### config.mk
export PLATFORM = sky130hd
export DESIGN_NAME = k12a_spi_target_flat
export DESIGN_NICKNAME = d
export VERILOG_FILES = /design/src/rtl/k12a_spi_target_if.sv /design/src/rtl/k12a_spi_target.sv /design/src/flat_wrapper.sv
export SDC_FILE = /design/constraint.sdc
export NUM_CORES = 1
export LEC_CHECK = 0
export CAP_MARGIN = 20
export CORE_MARGIN = 1.5
export CORE_UTILIZATION = 48
export CTS_CLUSTER_SIZE = 12
export DETAILED_ROUTE_END_ITERATION = 8
export GPL_TIMING_DRIVEN = 0
export HOLD_SLACK_MARGIN = 0.12
export PLACE_DENSITY = 0.75
export SYNTH_ARGS = -nofsm -noshare
export SYNTH_HDL_FRONTEND = slang
export SYNTH_SLANG_ARGS = --single-unit
### constraint.sdc
create_clock -name cpu_clock -period 1.7 [get_ports cpu_clock]
set_input_delay 0.34 -clock cpu_clock [delete_from_list [all_inputs] [get_ports cpu_clock]]
set_output_delay 0.34 -clock cpu_clock [all_outputs]
set_load 0.005 [all_outputs]
### src/rtl/k12a_spi_target_if.sv
// rtl/k12a_spi_target_if.sv - pin and byte-stream bundle for the k12a SPI target
// Ports (slave modport = the target itself):
//   SPI pins     spi_sck, spi_mosi, spi_ss_n (in), spi_miso, spi_miso_oe (out)
//   TX stream    tx_data[7:0], tx_valid (in), tx_ready (out)
//   RX stream    rx_data[7:0], rx_valid (out), rx_ready (in)
//   Status       tx_underrun, rx_overrun (out, 1-cycle pulses)
interface k12a_spi_target_if;
    logic       spi_sck;
    logic       spi_mosi;
    logic       spi_ss_n;
    logic       spi_miso;
    logic       spi_miso_oe;
    logic [7:0] tx_data;
    logic       tx_valid;
    logic       tx_ready;
    logic [7:0] rx_data;
    logic       rx_valid;
    logic       rx_ready;
    logic       tx_underrun;
    logic       rx_overrun;

    modport slave (
        input  spi_sck, spi_mosi, spi_ss_n, tx_data, tx_valid, rx_ready,
        output spi_miso, spi_miso_oe, tx_ready, rx_data, rx_valid, tx_underrun, rx_overrun
    );

    modport master (
        output spi_sck, spi_mosi, spi_ss_n, tx_data, tx_valid, rx_ready,
        input  spi_miso, spi_miso_oe, tx_ready, rx_data, rx_valid, tx_underrun, rx_overrun
    );
endinterface

### src/rtl/k12a_spi_target.sv
// rtl/k12a_spi_target.sv - SPI mode-0 target, oversampled in cpu_clock, byte valid/ready TX/RX
// Ports:
//   cpu_clock  block clock, rising edge
//   reset_n    asynchronous active-low reset
//   bus        k12a_spi_target_if.slave: SPI pins, TX/RX byte streams, underrun/overrun pulses
// Parameters:
//   SYNC_STAGES    synchroniser depth on sck/mosi/ss_n (>=2)
//   RX_FIFO_DEPTH  RX FIFO entries (power of two >=2), only with K12A_SPI_TARGET_RX_FIFO_EN
// Build option:
//   K12A_SPI_TARGET_RX_FIFO_EN  defined: RX storage is a FIFO; undefined: single holding register
module k12a_spi_target #(
    parameter int SYNC_STAGES   = 2,
    parameter int RX_FIFO_DEPTH = 4
) (
    input  logic               cpu_clock,
    input  logic               reset_n,
    k12a_spi_target_if.slave   bus
);
    if (SYNC_STAGES < 2) begin : g_bad_sync
        $error("k12a_spi_target: SYNC_STAGES must be >= 2");
    end
    if (RX_FIFO_DEPTH < 2 || (RX_FIFO_DEPTH & (RX_FIFO_DEPTH - 1)) != 0) begin : g_bad_depth
        $error("k12a_spi_target: RX_FIFO_DEPTH must be a power of two >= 2");
    end

    typedef enum logic {ST_IDLE, ST_ACTIVE} state_t;

    state_t                 state;
    logic [SYNC_STAGES-1:0] sck_sync, mosi_sync, ss_sync;
    logic                   sck_q, ss_q;
    logic                   sck_s, mosi_s, ss_s;
    logic                   sck_rise, sck_fall, ss_fall, ss_rise;
    logic [2:0]             bit_cnt;
    logic [6:0]             rx_shift;
    logic [7:0]             tx_shift, tx_hold;
    logic                   tx_empty, miso_oe, tx_underrun_q, rx_overrun_q;
    logic                   load, push, pop;
    logic [7:0]             push_byte;
    logic [7:0]             rx_data_int;
    logic                   rx_valid_int;

    // Pins are asynchronous to cpu_clock; the timing budget guarantees every
    // phase outlasts the synchroniser, so edges are found by comparing the
    // synchronised level with its previous value.
    always_ff @(posedge cpu_clock or negedge reset_n) begin
        if (!reset_n) begin
            sck_sync  <= '0;
            mosi_sync <= '0;
            ss_sync   <= '1;
            sck_q     <= 1'b0;
            ss_q      <= 1'b1;
        end else begin
            sck_sync  <= {sck_sync[SYNC_STAGES-2:0], bus.spi_sck};
            mosi_sync <= {mosi_sync[SYNC_STAGES-2:0], bus.spi_mosi};
            ss_sync   <= {ss_sync[SYNC_STAGES-2:0], bus.spi_ss_n};
            sck_q     <= sck_s;
            ss_q      <= ss_s;
        end
    end

    always_comb begin
        sck_s     = sck_sync[SYNC_STAGES-1];
        mosi_s    = mosi_sync[SYNC_STAGES-1];
        ss_s      = ss_sync[SYNC_STAGES-1];
        sck_rise  = sck_s & ~sck_q;
        sck_fall  = ~sck_s & sck_q;
        ss_fall   = ~ss_s & ss_q;
        ss_rise   = ss_s & ~ss_q;
        // Deselect wins over any sck edge seen in the same cycle.
        load      = (state == ST_IDLE && ss_fall) ||
                    (state == ST_ACTIVE && !ss_rise && sck_fall && bit_cnt == 3'd0);
        push      = (state == ST_ACTIVE) && !ss_rise && sck_rise && (bit_cnt == 3'd7);
        push_byte = {rx_shift, mosi_s};
        pop       = rx_valid_int & bus.rx_ready;
    end

    always_ff @(posedge cpu_clock or negedge reset_n) begin
        if (!reset_n) begin
            state         <= ST_IDLE;
            bit_cnt       <= 3'd0;
            rx_shift      <= 7'd0;
            tx_shift      <= 8'hFF;
            tx_hold       <= 8'h00;
            tx_empty      <= 1'b1;
            miso_oe       <= 1'b0;
            tx_underrun_q <= 1'b0;
        end else begin
            tx_underrun_q <= 1'b0;

            // A byte written in the same cycle as a LOAD is not seen by that
            // LOAD: it only reaches tx_hold after this edge.
            if (load) begin
                if (!tx_empty) begin
                    tx_shift <= tx_hold;
                    tx_empty <= 1'b1;
                end else begin
                    tx_shift      <= 8'hFF;
                    tx_underrun_q <= 1'b1;
                end
            end else if (state == ST_ACTIVE && ss_rise) begin
                tx_shift <= 8'hFF;
            end else if (state == ST_ACTIVE && sck_fall) begin
                tx_shift <= {tx_shift[6:0], 1'b1};
            end

            // load empties the register only when full, the write fills it
            // only when empty, so the two never collide.
            if (bus.tx_valid && tx_empty) begin
                tx_hold  <= bus.tx_data;
                tx_empty <= 1'b0;
            end

            case (state)
                ST_IDLE: begin
                    if (ss_fall) begin
                        state   <= ST_ACTIVE;
                        miso_oe <= 1'b1;
                        bit_cnt <= 3'd0;
                    end
                end
                ST_ACTIVE: begin
                    if (ss_rise) begin
                        state   <= ST_IDLE;
                        miso_oe <= 1'b0;
                        bit_cnt <= 3'd0;
                    end else if (sck_rise) begin
                        rx_shift <= push_byte[6:0];
                        bit_cnt  <= bit_cnt + 3'd1;
                    end
                end
                default: state <= ST_IDLE;
            endcase
        end
    end

`ifdef K12A_SPI_TARGET_RX_FIFO_EN
    localparam int AW = $clog2(RX_FIFO_DEPTH);

    logic [7:0]  rx_mem [RX_FIFO_DEPTH];
    logic [AW:0] wr_ptr, rd_ptr;
    logic        rx_full;

    // Extra pointer bit distinguishes full (MSBs differ) from empty (equal).
    always_comb begin
        rx_full      = (wr_ptr[AW] != rd_ptr[AW]) && (wr_ptr[AW-1:0] == rd_ptr[AW-1:0]);
        rx_valid_int = (wr_ptr != rd_ptr);
        rx_data_int  = rx_mem[rd_ptr[AW-1:0]];
    end

    always_ff @(posedge cpu_clock or negedge reset_n) begin
        if (!reset_n) begin
            for (int i = 0; i < RX_FIFO_DEPTH; i++) rx_mem[i] <= 8'h00;
            wr_ptr       <= '0;
            rd_ptr       <= '0;
            rx_overrun_q <= 1'b0;
        end else begin
            rx_overrun_q <= 1'b0;
            if (push) begin
                if (!rx_full || pop) begin
                    rx_mem[wr_ptr[AW-1:0]] <= push_byte;
                    wr_ptr                 <= wr_ptr + (AW+1)'(1);
                end else begin
                    rx_overrun_q <= 1'b1;
                end
            end
            if (pop) rd_ptr <= rd_ptr + (AW+1)'(1);
        end
    end
`else
    always_ff @(posedge cpu_clock or negedge reset_n) begin
        if (!reset_n) begin
            rx_data_int  <= 8'h00;
            rx_valid_int <= 1'b0;
            rx_overrun_q <= 1'b0;
        end else begin
            rx_overrun_q <= 1'b0;
            if (push) begin
                if (!rx_valid_int || pop) begin
                    rx_data_int  <= push_byte;
                    rx_valid_int <= 1'b1;
                end else begin
                    rx_overrun_q <= 1'b1;
                end
            end else if (pop) begin
                rx_valid_int <= 1'b0;
            end
        end
    end
`endif

    assign bus.spi_miso    = tx_shift[7];
    assign bus.spi_miso_oe = miso_oe;
    assign bus.tx_ready    = tx_empty;
    assign bus.rx_data     = rx_data_int;
    assign bus.rx_valid    = rx_valid_int;
    assign bus.tx_underrun = tx_underrun_q;
    assign bus.rx_overrun  = rx_overrun_q;
endmodule

### src/flat_wrapper.sv
// flat-port wrapper written by rule: the top's interface ports become plain ports
module k12a_spi_target_flat 
#(
    parameter int SYNC_STAGES   = 2,
    parameter int RX_FIFO_DEPTH = 4
)
  (cpu_clock, reset_n, bus_spi_sck, bus_spi_mosi, bus_spi_ss_n, bus_tx_data, bus_tx_valid, bus_rx_ready, bus_spi_miso, bus_spi_miso_oe, bus_tx_ready, bus_rx_data, bus_rx_valid, bus_tx_underrun, bus_rx_overrun);
  k12a_spi_target_if bus_i ();
  input  logic cpu_clock;
  input  logic reset_n;
  input wire logic [$bits(bus_i.spi_sck)-1:0] bus_spi_sck;
  input wire logic [$bits(bus_i.spi_mosi)-1:0] bus_spi_mosi;
  input wire logic [$bits(bus_i.spi_ss_n)-1:0] bus_spi_ss_n;
  input wire logic [$bits(bus_i.tx_data)-1:0] bus_tx_data;
  input wire logic [$bits(bus_i.tx_valid)-1:0] bus_tx_valid;
  input wire logic [$bits(bus_i.rx_ready)-1:0] bus_rx_ready;
  output wire logic [$bits(bus_i.spi_miso)-1:0] bus_spi_miso;
  output wire logic [$bits(bus_i.spi_miso_oe)-1:0] bus_spi_miso_oe;
  output wire logic [$bits(bus_i.tx_ready)-1:0] bus_tx_ready;
  output wire logic [$bits(bus_i.rx_data)-1:0] bus_rx_data;
  output wire logic [$bits(bus_i.rx_valid)-1:0] bus_rx_valid;
  output wire logic [$bits(bus_i.tx_underrun)-1:0] bus_tx_underrun;
  output wire logic [$bits(bus_i.rx_overrun)-1:0] bus_rx_overrun;
  assign bus_i.spi_sck = bus_spi_sck;
  assign bus_i.spi_mosi = bus_spi_mosi;
  assign bus_i.spi_ss_n = bus_spi_ss_n;
  assign bus_i.tx_data = bus_tx_data;
  assign bus_i.tx_valid = bus_tx_valid;
  assign bus_i.rx_ready = bus_rx_ready;
  assign bus_spi_miso = bus_i.spi_miso;
  assign bus_spi_miso_oe = bus_i.spi_miso_oe;
  assign bus_tx_ready = bus_i.tx_ready;
  assign bus_rx_data = bus_i.rx_data;
  assign bus_rx_valid = bus_i.rx_valid;
  assign bus_tx_underrun = bus_i.tx_underrun;
  assign bus_rx_overrun = bus_i.rx_overrun;
  k12a_spi_target #(.SYNC_STAGES(SYNC_STAGES), .RX_FIFO_DEPTH(RX_FIFO_DEPTH)) u_core (.cpu_clock(cpu_clock), .reset_n(reset_n), .bus(bus_i));
endmodule
==> run metrics, run 1 <==
Fin. Hold Viols=0; # nets final=about 220; vias in the first global route=1,364; hpwl dp=approximately 2600 um; Worst Skew=about 0.0097 ns; Largest stage delay, worst path=~0.61 ns; Syn Nets=approximately 170; CP startpoint=u_core.bit_cnt[1]; Max Cap Viol=0; Total Power=approximately 2900 uW; antenna violations before repair=0; area delta synth->final=31.1%; global-route wire length before repair=about 6000 um; post-synth top area share=between 40% and 50%; total die area=around 4600 um2; via count=about 1,400; register clock-pin slew on the reported worst setup and hold paths=0.09 ns; endpoint class of the critical path=register; number of synthesized flops with an enable pin=0; Max VDD drop=a little under 0.8 mV; DRC violations left=0; post-DR vias/cell=approximately 5.5; outcome=finished with violations; Leak Pwr=0.00117 uW; Die H=between 60 and 70 um; Final Cell Area=about 2600 um2; overall global routing resource usage=about 18%; CP max stage cell=a2111o_2; power per cell area=around 1100 nW/um2; WL per Instance=around 15 um; most used flip-flop cell after synthesis=dfrtp_1; syn avg cell area=about 13 um2; critical path arrival=1.96 ns; post-synthesis cell count=154; Hold Crit Depth=0; antenna-violating nets left=0; dominant cells by area after synthesis=dfrtp_1 45%, dfstp_2 16%, mux2_2 8.4%, mux2_1 4.5%, o31ai_2 4.4%; CTS tree=done; count of input and output buffers=28; Distinct cells, synth=29; Setup CP Type=reg2reg; Initial Util=50.0%; final worst slack=-0.0379 ns; Final Max Slew Viols=0; final setup fails=7; IO Count=29; FF-to-FF path depth=6; Worst Hold Launch=u_core.sck_sync[0]; share of flip-flops with an asynchronous set or reset=100%; First-pass DRT Iterations=4; Crit Reg-Reg Startpoint=u_core.bit_cnt[1]; final core area utilization=around 65%; fin crit period=approximately 1.7 ns; Worst Tran Pin Value=~0.51 ns; period utilisation layout=102%; failing checks=negative setup slack; top cells by count, synth=36 x dfrtp_1, 15 x mux2_2, 12 x a21oi_1, 12 x dfstp_2, 11 x nand3_1; grt total ovfl=0; CTS sink count=between 40 and 50; RSZ-0062 raised after global routing=true; Slew headroom=~66%; type of origin of the critical path=register; n_diodes=0; Root Driver=clkbuf_8; top-count cell post-synth=dfrtp_1; Worst Hold Class=reg2reg; Seq/Total Area, Yosys=between 60% and 70%; CP Cell Sequence=inv_2, ha_4, nand3b_1, a2111o_2, a21oi_2, o31ai_2; final WL=between 3000 and 4000 um; Synth Cell Area=between 2000 and 2500 um2; Iter 0 DRT Violations=54; total CTS buffers=5; Worst Path Required=between 1.5 and 2 ns; yosys synthesis warning count=0; core area=approximately 4000 um2; CTS H-tree depth=2; area leader, netlist=dfrtp_1; DP Area=approximately 2400 um2; Cell Rows=23; FF+latch count, synth=48; largest net degree at the start of global routing=38; share of cells above drive strength 1=a little over 40%; clock latency on the worst-skew pair=approximately 0.3 ns; GP Congestion=between 0.7 and 0.8; Max Clock Freq=roughly 580 MHz; Max FO, Critical Path=8; width of the die=around 68 um; Clock Path Buffers=2
[metrics by stage]
stage / TNS, ns / instances / hold WS [ns] / setup WS (ns)
after floorplan: 0 / 154 / 0.0444 / 0.0917
after global placement: -36.36 / 232 / 0.335 / -0.865
after detailed placement: -0.528 / 233 / 0.249 / -0.0774
after CTS: 0 / 244 / 0.361 / 0.00156
after global routing: -1.16 / 250 / 0.365 / -0.102
final: -0.111 / 250 / 0.359 / -0.0379
[final cells by class]
cell class	instances	area, um2
flip-flops and latches	48	1220
well taps	50	62.6
clock buffers	6	82.6
fillers	279	1390
inverters	7	26.3
repair buffers	38	370
clock inverters	2	13.8
multi-input cells	93	812
plain buffers	6	55.1
[cells in the final DEF, fill, tap and decap left out, drive strengths merged]
cell / netlist / routed
dlygate4sd3: 0 / 1
clkdlybuf4s50: 0 / 25
nor2: 9 / 9
o31ai: 7 / 7
a21o: 1 / 1
buf: 5 / 15
mux2: 23 / 23
nor3: 1 / 1
nand2b: 3 / 3
nor2b: 4 / 4
or3b: 1 / 1
a21oi: 12 / 12
a2111o: 1 / 1
o22ai: 1 / 1
o221ai: 1 / 1
dlymetal6s2s: 0 / 2
nand3b: 2 / 2
ha: 3 / 3
mux2i: 1 / 1
dfrtp: 36 / 36
o21ai: 5 / 5
and2: 1 / 1
nand4: 1 / 1
o2111ai: 1 / 1
inv: 7 / 8
nand2: 4 / 4
nand3: 11 / 11
clkinv: 0 / 1
dfstp: 12 / 12
clkbuf: 1 / 7
[power by group]
| group | total (uW) | leakage (uW) | switching [uW] | internal, uW |
|---|---|---|---|---|
| Sequential | 1570 | 0.000585 | 148 | 1420 |
| Clock | 707 | 0.0000516 | 375 | 333 |
| Combinational | 577 | 0.000538 | 257 | 320 |
| Total | 2850 | 0.00117 | 780 | 2070 |
[per-layer routing]
layer  GRT usage [%]  wire length (um)  share of wire [%]
met5               0                 0                  0
met1            21.9              1660                 44
met3            4.50               105                2.8
met2            30.0              1930                 51
met4            5.61                94                2.5
[sequential cells by signal, summed over array words and instances (netlist names)]
signal,flops
u_core.bus.rx_data,8
u_core.tx_hold,8
u_core.tx_shift,8
u_core.rx_shift,7
u_core.bit_cnt,3
u_core.mosi_sync,2
u_core.sck_sync,2
u_core.ss_sync,2
u_core.bus.rx_overrun,1
u_core.bus.rx_valid,1
u_core.bus.spi_miso_oe,1
u_core.bus.tx_ready,1
u_core.bus.tx_underrun,1
u_core.sck_q,1
u_core.ss_q,1
u_core.state,1
[kinds of logic after synthesis]
kind of cell	Yosys count	share of synthesized area [%]
adder cells (fa/ha/maj)	3	1.86
AND/OR/NAND/NOR	37	10.0
flip-flops	48	60.4
buffers and inverters	13	3.67
AO/OA/AOI/OAI	29	10.7
multiplexers	24	13.4
[worst max-delay path: cells and delay by family, from the launching register on]
family	cells	cell delay, ns
AO/OA/AOI/OAI	3	0.88
flip-flops	1	0.42
AND/OR/NAND/NOR	1	0.14
adder cells (fa/ha/maj)	1	0.13
buffers and inverters	1	0.10
[final timing paths]
path                                            to  slack, ns
worst min register to register  u_core.sck_sync[1]       0.36
worst max-delay path            u_core.tx_shift[6]      -0.04
min in group asynchronous        u_core.bit_cnt[2]       0.45
max in group asynchronous       u_core.tx_shift[0]       0.70
worst min-delay path            u_core.sck_sync[1]       0.36
worst max register to register  u_core.tx_shift[6]      -0.04
[what timing repair did]
action	CTS	global route
buffers inserted	2	6
hold buffers	1	0
endpoints found under the hold margin	7	0
setup endpoints to repair	12	21
pin swaps	1	17
cloned	0	0
resized for setup	2	27
Power figures use the tool's default switching activity.
==> run 2: changes to the inputs <==
--- a/config.mk
+++ b/config.mk
@@ -13,6 +13,7 @@
 export GPL_TIMING_DRIVEN = 0
 export HOLD_SLACK_MARGIN = 0.12
 export PLACE_DENSITY = 0.75
+export SLEW_MARGIN = 20
 export SYNTH_ARGS = -nofsm -noshare
 export SYNTH_HDL_FRONTEND = slang
 export SYNTH_SLANG_ARGS = --single-unit
==> run metrics, run 2 (synthesis gave the netlist of run 1 again) <==
clock power share=approximately a quarter; internal power=~2100 uW; Initial Util=between 40% and 50%; overall global routing resource usage=about 18%; First-pass DRT Iterations=4; post-DR vias/cell=around 5.4; core area=4030 um2; Comb power frac=19.7%; # nets final=~220; share of cells above drive strength 1=39.4%; Max Clock Freq=approximately 570 MHz; n_diodes=0; Max Cap Viol=0; DRC violations left=0; period utilisation layout=103%; most frequent cells in the layout=36 x dfrtp_1, 25 x clkdlybuf4s50_1, 15 x mux2_2; Max FO, Critical Path=8; final worst slack=-0.0460 ns; area delta synth->final=29.8%; CTS H-tree depth=2; Setup CP Type=reg2reg; commonest non-fill, non-tap cell in the layout=dfrtp_1; hpwl dp=between 2000 and 3000 um; Sequential Power Share=between 50% and 60%; critical path arrival=between 1.5 and 2 ns; global-route wire length before repair=about 6000 um; CTS sink count=48; Leak Pwr=0.00116 uW; largest net degree at the start of global routing=37; Final Cell Area=2610 um2; Worst Path Required=about 1.9 ns; Setup TNS=-0.217 ns; Cell Rows=23; Total Power=around 2800 uW; via count=between 1,000 and 1,500; total CTS buffers=5; Fin. Hold Viols=0; GP Congestion=0.756; Crit Reg-Reg Startpoint=u_core.bit_cnt[0]; Iter 0 DRT Violations=39; RSZ-0062 raised after global routing=true; final WL=about 3700 um; worst hold margin=0.357 ns; Worst Hold Launch=u_core.sck_sync[0]; CP startpoint=u_core.bit_cnt[0]; Die H=67.8 um; vias in the first global route=between 1,000 and 1,500; fin crit period=around 1.7 ns; Worst Tran Pin Value=between 0.5 and 0.6 ns; Final Max Slew Viols=0; outcome=finished with violations; count of input and output buffers=28; Worst Hold Class=reg2reg; register clock-pin slew on the reported worst setup and hold paths=around 0.09 ns; Net Sw Frac=a little over a quarter; Max VDD drop=around 0.61 mV; CTS tree=done; failing checks=negative setup slack; Worst Skew=roughly 0.0056 ns; Slew headroom=between 60% and 70%; type of origin of the critical path=register; Clock Path Buffers=2; IO Count=29; WL per Instance=between 10 and 15 um; grt total ovfl=0; endpoint class of the critical path=register; power per cell area=roughly 1100 nW/um2; Root Driver=clkbuf_8; total die area=4590 um2; final setup fails=8; switching pwr=slightly below 800 uW; clock latency on the worst-skew pair=around 0.3 ns; antenna violations before repair=0; antenna-violating nets left=0; DP Area=about 2400 um2; width of the die=between 60 and 70 um
==> run 2: repair_timing <==
item,4_1_cts,5_1_grt
pin swaps,1,17
hold endpoints to repair,8,0
hold buffers,1,0
setup buffers,2,4
endpoints found under the setup margin,14,21
resized for setup,2,24
==> run 2: final cells by class <==
cell class	instances	area, um2
Buffer	6	55.1
Timing Repair Buffer	36	355
Clock buffer	6	82.6
Clock inverter	2	13.8
Tap cell	50	62.6
Inverter	7	26.3
Multi-Input combinational cell	93	801
Fill cell	285	1420
Sequential cell	48	1220
==> run 2: metal layers <==
| metal | track usage (%) | part of all wire [%] | vias up |
|---|---|---|---|
| met5 | 0 | 0 | - |
| met4 | 6.89 | 1.9 | 0 |
| met3 | 4.83 | 3.8 | 10 |
| met2 | 29.9 | 51 | 29 |
| met1 | 21.4 | 43 | 673 |
| li1 | - | - | 626 |
==> run 2: power groups by stage <==
| stage | logic [uW] | registers, uW | clock network [uW] |
|---|---|---|---|
| floorplan | 364 | 1540 | 0 |
| global placement | 481 | 1560 | 0 |
| detailed placement | 520 | 1580 | 0 |
| CTS | 537 | 1550 | 724 |
| global route | 619 | 1600 | 781 |
| finish | 559 | 1570 | 707 |
==> run 2: path summary, 6_finish.rpt <==
kind / endpoint / slack (ns) / cells past startpoint
min: u_core.sck_sync[1] / 0.36 / 0
max: u_core.tx_shift[4] / -0.05 / 6
max in group asynchronous: u_core.tx_shift[0] / 0.68 / 3
min in group asynchronous: u_core.bus.rx_data[7] / 0.46 / 2
max reg2reg: u_core.tx_shift[4] / -0.05 / 6
min reg2reg: u_core.sck_sync[1] / 0.36 / 0
==> run 2: worst max-delay path, cell delays in order (launching register included) <==
cell	delay (ns)
dfrtp_1	0.42
inv_1	0.08
ha_2	0.16
nand3b_1	0.14
a2111o_2	0.60
a21oi_2	0.20
o31ai_2	0.07
==> run 2: metrics by stage <==
step,std cells,worst slack [ns],util (%)
after global routing,248,-0.0951,64.8
after floorplan,154,0.0917,-
final,248,-0.0460,64.8
after CTS,244,0.000464,62.1
after global placement,232,-0.865,58.5
after detailed placement,233,-0.0790,58.9
==> run 3: changes to the inputs <==
--- a/config.mk
+++ b/config.mk
@@ -10,8 +10,9 @@
 export CORE_UTILIZATION = 48
 export CTS_CLUSTER_SIZE = 12
 export DETAILED_ROUTE_END_ITERATION = 8
+export GPL_ROUTABILITY_DRIVEN = 0
 export GPL_TIMING_DRIVEN = 0
-export HOLD_SLACK_MARGIN = 0.12
+export HOLD_SLACK_MARGIN = 0.08
 export PLACE_DENSITY = 0.75
 export SLEW_MARGIN = 20
 export SYNTH_ARGS = -nofsm -noshare
==> results of run 3 <==
The final DEF is identical to that of run 2; final timing and power are the same.
